### config.mk
export PLATFORM = sky130hd
export DESIGN_NAME = trc_sat_counter
export DESIGN_NICKNAME = d
export VERILOG_FILES = /design/src/rtl/trc_sat_counter.sv
export SDC_FILE = /design/constraint.sdc
export NUM_CORES = 1
export LEC_CHECK = 0
export ABC_CLOCK_PERIOD_IN_PS = 2200
export BUFFER_PORTS_ARGS = -buffer_cell sky130_fd_sc_hd__buf_2
export CAP_MARGIN = 10
export CORE_ASPECT_RATIO = 1.2
export CORE_MARGIN = 2
export CORE_UTILIZATION = 48
export DETAILED_ROUTE_END_ITERATION = 10
export HOLD_SLACK_MARGIN = 0.06
export PLACE_DENSITY = 0.71
export REMOVE_ABC_BUFFERS = 1
export SKIP_CTS_REPAIR_TIMING = 1
export SLEW_MARGIN = 40
export SYNTH_ARGS = -nofsm -noshare
export SYNTH_HDL_FRONTEND = slang
export SYNTH_SLANG_ARGS = --single-unit
### constraint.sdc
create_clock -name clk -period 2.2 [get_ports clk]
set_input_delay 0.44 -clock clk [delete_from_list [all_inputs] [get_ports clk]]
set_output_delay 0.44 -clock clk [all_outputs]
set_load 0.05 [all_outputs]
### src/rtl/trc_sat_counter.sv
// Up-counter with enable that sticks at all-ones instead of wrapping.
module trc_sat_counter #(
  parameter int W = 32
) (
  input  logic         clk,
  input  logic         rst,
  input  logic         en,
  output logic [W-1:0] cnt
);

  logic [W-1:0] cnt_q;
  logic [W-1:0] cnt_d;

  // Next count: advance only when enabled and not yet saturated
  always_comb begin
    cnt_d = cnt_q;
    if (en && (cnt_q != {W{1'b1}})) begin
      cnt_d = cnt_q + W'(1);
    end
  end

  // Count register
  always_ff @(posedge clk) begin
    if (rst) begin
      cnt_q <= '0;
    end else begin
      cnt_q <= cnt_d;
    end
  end

  assign cnt = cnt_q;

endmodule

; ---- Word-level counts from Yosys, hierarchy flattened
; Cells that the tools add are included.
[classes]
mul = 0
n_reduce_logical = 1
eq_ne = 1
div = 0
n_addsub = 1
mux = 0
n_lt_le_gt_ge = 0
bitwise_logic = 0
shifts = 0
[op_table]
columns = operator, count
row1 = $add A32 B1 Y32 const B, 1
row2 = $ne A32 B32 Y1 const B, 1
row3 = $logic_and A1 B1 Y1, 1
[totals]
ram_bits = 0
regBits = 32
out_inout_bits = 32
input_bits = 3
mem_bits_ro = 0
elab_cells = 4
mem_count = 0
latch_bits = 0

; ---- Longest topological paths before layout
; Gate-level depths: netlist of run 1.
[logic_depth]
ltp_word = 2
mapped_depth = 8

; ---- Least setup slack after synthesis of run 1
; OpenSTA, ideal clock, no wires.
[synth_timing]
kind = register to register
from = register cnt_q[13], in the netlist cnt[13]
to = register cnt_q[30], in the netlist cnt[30]
slack_ns = -0.321
n_path_buf = 1
setup_ns = 0.070
t_arrival_ns = 2.451
required_ns = 2.130
path_stages_with_launch = 7
cell_sequence = dfxtp_1 -> nand3_1 -> or3_1 -> clkbuf_1 -> or3_4 -> or4_1 -> a21oi_1
[synth_via]
elab_chain_cells = 2
word_cells_on_any_way = 3
cone_classes = 1 x add/sub / 1 x eq/ne / 1 x reduce/logical
[synth_lines]
columns = item, line
row1 = "start, declared", 11  ; logic [W-1:0] cnt_q;
row2 = "start signal, assigned", 27  ; cnt_q <= cnt_d;
row3 = branches (longest 2 deep; another with $add A32 B1 Y32), -
; Parallel ways; which one is timed is not known.
; A chain may end at the register's enable or synchronous reset.

; ---- Final worst setup path of run 1
[layout_timing]
from = register cnt_q[1], in the netlist cnt[1]
to = register cnt_q[30], in the netlist cnt[30]
; Same word-level chain as after synthesis.

==> summary.md, run 1 <==
| Metric | Value |
|---|---|
| Num rows | 23 |
| Peak supply drop | 0.508 mV |
| Vias in the first global route | 1,644 |
| Multi-input logic area | 1010 sq um |
| Reg2reg setup slack | 0.10 ns |
| Initial Util | 0.501 |
| DP HPWL | 3100 microns |
| Pwr/cell area | 495 nW/um^2 |
| 1st-iter DRT viols | 68 |
| Pleak | 0.901 nW |
| Reg2Reg Capture Point | cnt[30] |
| Initial antenna violation count | 0 |
| Crit path from | cnt[1] |
| Max reg flops | 32 |
| Via count | 1,785 |
| F_max | 477 MHz |
| Endpoint, Worst Hold | cnt[15] |
| Worst Tran Pin Value | 0.471 ns |
| Tmin final | 2.10 ns |
| Design area | 2240 sq um |
| Die span in y | 68.7 microns |
| Die area | 3980 sq um |
| Max_slew headroom | 0.685 |
| Post-synth EDFFs | 0 |
| # fillers | 301 |
| Crit path DAT | 2.32 ns |
| Clock latency on the worst-skew pair | 0.29 ns |
| Syn Area/Cell | 8.41 sq um |
| Post-synth top area share | 0.383 |
| Setup crit start kind | register |
| Root Buffer Master | clkbuf_8 |
| Area Overhead vs Synth | 33.7% |
| Hold Slack | 0.497 ns |
| Clock sink count | 32 |
| Critical path required time | 2.42 ns |
| Endpoints failing hold | 0 |
| Register-to-Register Path Depth | 6 |
| Clock transition at path regs | 0.07 ns |
| Synth warn | 0 |
| CP Capture Type | register |
| DR vias/cell | 5.91 |
| Worst Path Max Fanout | 6 |
| RSZ-0062 raised after global routing | yes |
| Dominant cells by area after synthesis | dfxtp_1, a21oi_1, o31ai_1, or4_1, nand3_1 |
| Seq/Total Area, Yosys | 0.383 |
| Post-synth cell types | 39 |
| Synthesized flop and latch total | 32 |
| Clock Skews | 0.00194 ns |
| Post-Syn Instances | 199 |
| Setup violators final | 0 |
| DRT Pass-1 Iters | 4 |
| Pwr Total | 0.00111 W |
| Core area | 3340 sq um |
| Worst min path class | reg -> reg |
| Count leader, synth | dfxtp_1 |
| Placed Instance Area | 2100 sq um |
| Ports | 35 |
| Gr ovfl total | 0 |
| Post-synth top cells | dfxtp_1, a21oi_1, nor2_1 |
| RD Place Congestion | 0.835 |
| Htree depth | 2 |
| # diodes | 0 |
| Die Wd | 57.9 microns |
| Final period util | 0.952 |
| Final ANT Viol Nets | 0 |
| Dominant cell type by area after synthesis | dfxtp_1 |
| Maxcap violations | 0 |
| Max Slew Vio Count | 0 |
| Num CTS Buffers | 5 |
| Reg2Reg Launch Point | cnt[1] |
| Share of cells above drive strength 1 | 0.332 |
| Total Routing Usage GR | 0.232 |
| Max clock buf depth | 2 |
| Crit path kind | reg -> reg |
| FF+latch area | 641 sq um |
| Fin nets | 268 |
| Top FF cell, synth | dfxtp_1 |
| PortBufs | 34 |
| PnR worst setup slack | 0.105 ns |
| Post-Syn Area | 1670 sq um |
| Pin count of the biggest net entering global routing | 22 |
| Total wire length | 4340 microns |
| DRC viols | 0 |
| DR WL/cell | 14.4 microns |
| WHS Path Cells | 2 |
| Setup WS pre-CTS | 0.105 ns |
| Hold Startpoint | cnt[15] |
| TritonCTS clock tree | done |
| Async SR Flop Fraction | 0 |
| First-pass GRT wire length | 7050 microns |
| Outcome | completed |
[critical path: stages (launching register included)]
cell and delay (ns):
dfxtp_1 0.39, ha_1 0.23, and3_1 0.19, nand3_1 0.20, or3_4 0.40, or4_1 0.47, a21oi_1 0.14
[layout make-up]
class	count	share of cell area
clock inverter	2	0.00447
multi-input combinational	154	0.453
inverter	2	0.00335
tap	37	0.0207
timing repair buffer	69	0.195
clock buffer	6	0.0369
sequential	32	0.286
[where the power goes]
group | total, W | switching (W) | internal (W)
registers | 0.000587 | 0.00000364 | 0.000583
logic | 0.0000536 | 0.0000357 | 0.0000179
clock network | 0.000467 | 0.000218 | 0.000249
[how the worst max path moves through the flow]
stage | end
after floorplan | cnt[21]
after global placement | cnt[30]
after detailed placement | cnt[18]
after CTS | cnt[18]
after global routing | cnt[30]
final | cnt[30]
[cell usage in the layout (no fill, tap or decap), types with 3 or more instances in the layout]
| cell | synthesis | layout |
|---|---|---|
| xnor2_1 | 6 | 6 |
| o31ai_1 | 12 | 12 |
| o21ai_0 | 8 | 8 |
| or4_1 | 12 | 12 |
| a21oi_1 | 22 | 22 |
| clkbuf_8 | 0 | 6 |
| nand4_1 | 10 | 10 |
| buf_2 | 3 | 34 |
| nor4_1 | 4 | 3 |
| dfxtp_1 | 32 | 32 |
| nor2_1 | 14 | 14 |
| buf_4 | 0 | 34 |
| or3_1 | 10 | 9 |
| nand3_1 | 13 | 13 |
| nand2_1 | 10 | 10 |
| and3_1 | 3 | 3 |
| and4_1 | 4 | 4 |
[per-layer routing]
metal | wire length, microns | share of wire | track usage | vias up
met5 | 0 | 0 | 0 | -
met4 | 82 | 0.019 | 0.113 | 0
met3 | 187 | 0.043 | 0.0522 | 6
met2 | 2190 | 0.51 | 0.405 | 46
met1 | 1870 | 0.43 | 0.268 | 841
li1 | - | - | - | 892
[cells by family (layout without fill, tap and decap cells)]
kind of cell / Yosys count / in the layout / synth area share
XOR/XNOR: 7 / 7 / 0.0366
flip-flops: 32 / 32 / 0.383
multiplexers: 3 / 3 / 0.0194
buffers and inverters: 13 / 79 / 0.0314
AND/OR/NAND/NOR: 94 / 94 / 0.334
AO/OA/AOI/OAI: 49 / 49 / 0.188
adder cells (fa/ha/maj): 1 / 1 / 0.00747
[stage by stage]
stage | util | std cells | setup TNS, ns
5_1_grt | 0.671 | 302 | -0.000841
4_1_cts | 0.657 | 300 | 0
3_3_place_gp | 0.629 | 292 | 0
6_report | 0.671 | 302 | 0
2_1_floorplan | - | 188 | -25.18
3_5_place_dp | 0.629 | 292 | 0
Note: power is estimated with default switching activity, not from simulation.
==> inputs of run 2 (changes only) <==
Settings changed: CORE_UTILIZATION 48 to 51, CTS_BUF_LIST from default to sky130_fd_sc_hd__clkbuf_4, PLACE_DENSITY 0.71 to 0.75.
==> run 2 against run 1 <==
Compared with the run above:
- clock skew rose by 0.010 ns
- total power fell by 12%
- wire length down 2.4%
- first-iteration DRC count fell by 40%
- register-to-register slack worse by 0.06 ns
- clock power shrank 28%
- critical path type unchanged
- largest power group unchanged
==> summary.md, run 2 (synthesized netlist as in run 1, its figures left out) <==
| Metric | Value |
|---|---|
| Pleak | 0.793 nW |
| F_max | 465 MHz |
| Final ANT Viol Nets | 0 |
| CP most frequent cell | buf_4 |
| TritonCTS clock tree | done |
| Clock sink count | 32 |
| Final period util | 0.978 |
| Die Wd | 56.3 microns |
| Worst min path class | in -> reg |
| PortBufs | 34 |
| Root Buffer Master | clkbuf_4 |
| Most common cell after layout, fill and taps aside | buf_2 |
| Clock latency on the worst-skew pair | 0.34 ns |
| Slowest stage cell, crit path | or3_1 |
| Share of cells above drive strength 1 | 0.301 |
| CP Capture Type | register |
| DP HPWL | 3240 microns |
| Clock Skews | 0.0120 ns |
| Setup WS pre-CTS | 0.0493 ns |
| RD Place Congestion | 0.855 |
| Vias in the first global route | 1,703 |
| Tmin final | 2.15 ns |
| Num CTS Buffers | 5 |
| # fillers | 285 |
| Core area | 3110 sq um |
| Hold Slack | 0.450 ns |
| PnR worst setup slack | 0.0495 ns |
| Max_slew headroom | 0.641 |
| DRC viols | 0 |
| Setup crit start kind | register |
| Die span in y | 66.8 microns |
| First-pass GRT wire length | 7180 microns |
| Clock transition at path regs | 0.11 ns |
| Max reg flops | 32 |
| Max clock buf depth | 2 |
| Max Slew Vio Count | 0 |
| Die area | 3760 sq um |
| RSZ-0062 raised after global routing | no |
| Peak supply drop | 0.517 mV |
| Crit path DAT | 2.38 ns |
| Area Overhead vs Synth | 25.8% |
| CP Cell Sequence | nand3_1, or3_1, buf_4, a211oi_1, buf_4, a21oi_1, a31o_2 |
| Pwr Total | 0.000972 W |
| Worst Path Max Fanout | 6 |
| CP peak stage delay | 0.48 ns |
| Ports | 35 |
| Gr ovfl total | 0 |
| Total Routing Usage GR | 0.240 |
| 1st-iter DRT viols | 41 |
| Pwr/cell area | 461 nW/um^2 |
| Setup violators final | 0 |
| Num rows | 22 |
| Fin nets | 259 |
| Worst Tran Pin Value | 0.525 ns |
| Endpoints failing hold | 0 |
| # diodes | 0 |
| Maxcap violations | 0 |
| Initial Util | 0.538 |
| DRT Pass-1 Iters | 4 |
| Outcome | completed |
| DR vias/cell | 6.05 |
| Critical path required time | 2.43 ns |
| Total wire length | 4230 microns |
| Final core occ | 0.677 |
| DR WL/cell | 14.5 microns |
| Htree depth | 2 |
| Crit path kind | reg -> reg |
| Pin count of the biggest net entering global routing | 22 |
| Most frequent cells in the layout | buf_2, dfxtp_1, buf_4 |
| Initial antenna violation count | 0 |
| Via count | 1,767 |
[run 2: cell count changes in the layout (fill, tap and decap cells not counted), moves of 2 or more]
cell / delta
clkbuf_4: +5
nor4_4: -2
nor4_2: +2
clkbuf_8: -6
clkinvlp_4: +2
buf_4: -8
clkinv_2: -2
[run 2: power breakdown]
group	total [W]	leakage, nW	switching, W	internal [W]
registers	0.000586	0.258	0.00000326	0.000583
clock network	0.000334	0.0249	0.000214	0.000120
logic	0.0000513	0.510	0.0000357	0.0000156
[run 2: path summary, 6_finish.rpt]
kind,startpoint,depth (start not counted),slack (ns),to
worst max-delay path,cnt[13],7,0.05,cnt[22]
worst min-delay path,rst,2,0.45,cnt[28]
worst max register to register,cnt[13],7,0.05,cnt[22]
worst min register to register,cnt[15],2,0.52,cnt[15]
[run 2: area by class of cell]
type,count,area (sq um),area share
multi-input cells,154,991,0.471
clock inverters,3,18.8,0.00891
well taps,36,45.0,0.0214
inverters,2,7.51,0.00357
clock buffers,5,37.5,0.0178
repair buffers,60,365,0.173
flip-flops and latches,32,641,0.304
[run 2: worst max-delay path, delay by kind of cell, from the launching register on]
| kind | cells | cell delay, ns |
|---|---|---|
| buf+inv | 2 | 0.39 |
| simple gates | 2 | 0.62 |
| flops | 1 | 0.44 |
| compound gates | 3 | 0.60 |
[run 2: through the flow]
stage,cells,area (sq um),TNS [ns]
2_1_floorplan,188,1630,-25.18
3_3_place_gp,283,2040,0
3_5_place_dp,283,2040,0
4_1_cts,291,2090,0
5_1_grt,292,2110,0
6_report,292,2110,0
[run 2: per-layer routing]
| layer | wire (microns) | vias to the layer above | track usage |
|---|---|---|---|
| li1 | - | 871 | - |
| met1 | 1790 | 843 | 0.261 |
| met2 | 2200 | 40 | 0.429 |
| met3 | 143 | 13 | 0.0544 |
| met4 | 98 | 0 | 0.134 |
| met5 | 0 | - | 0 |
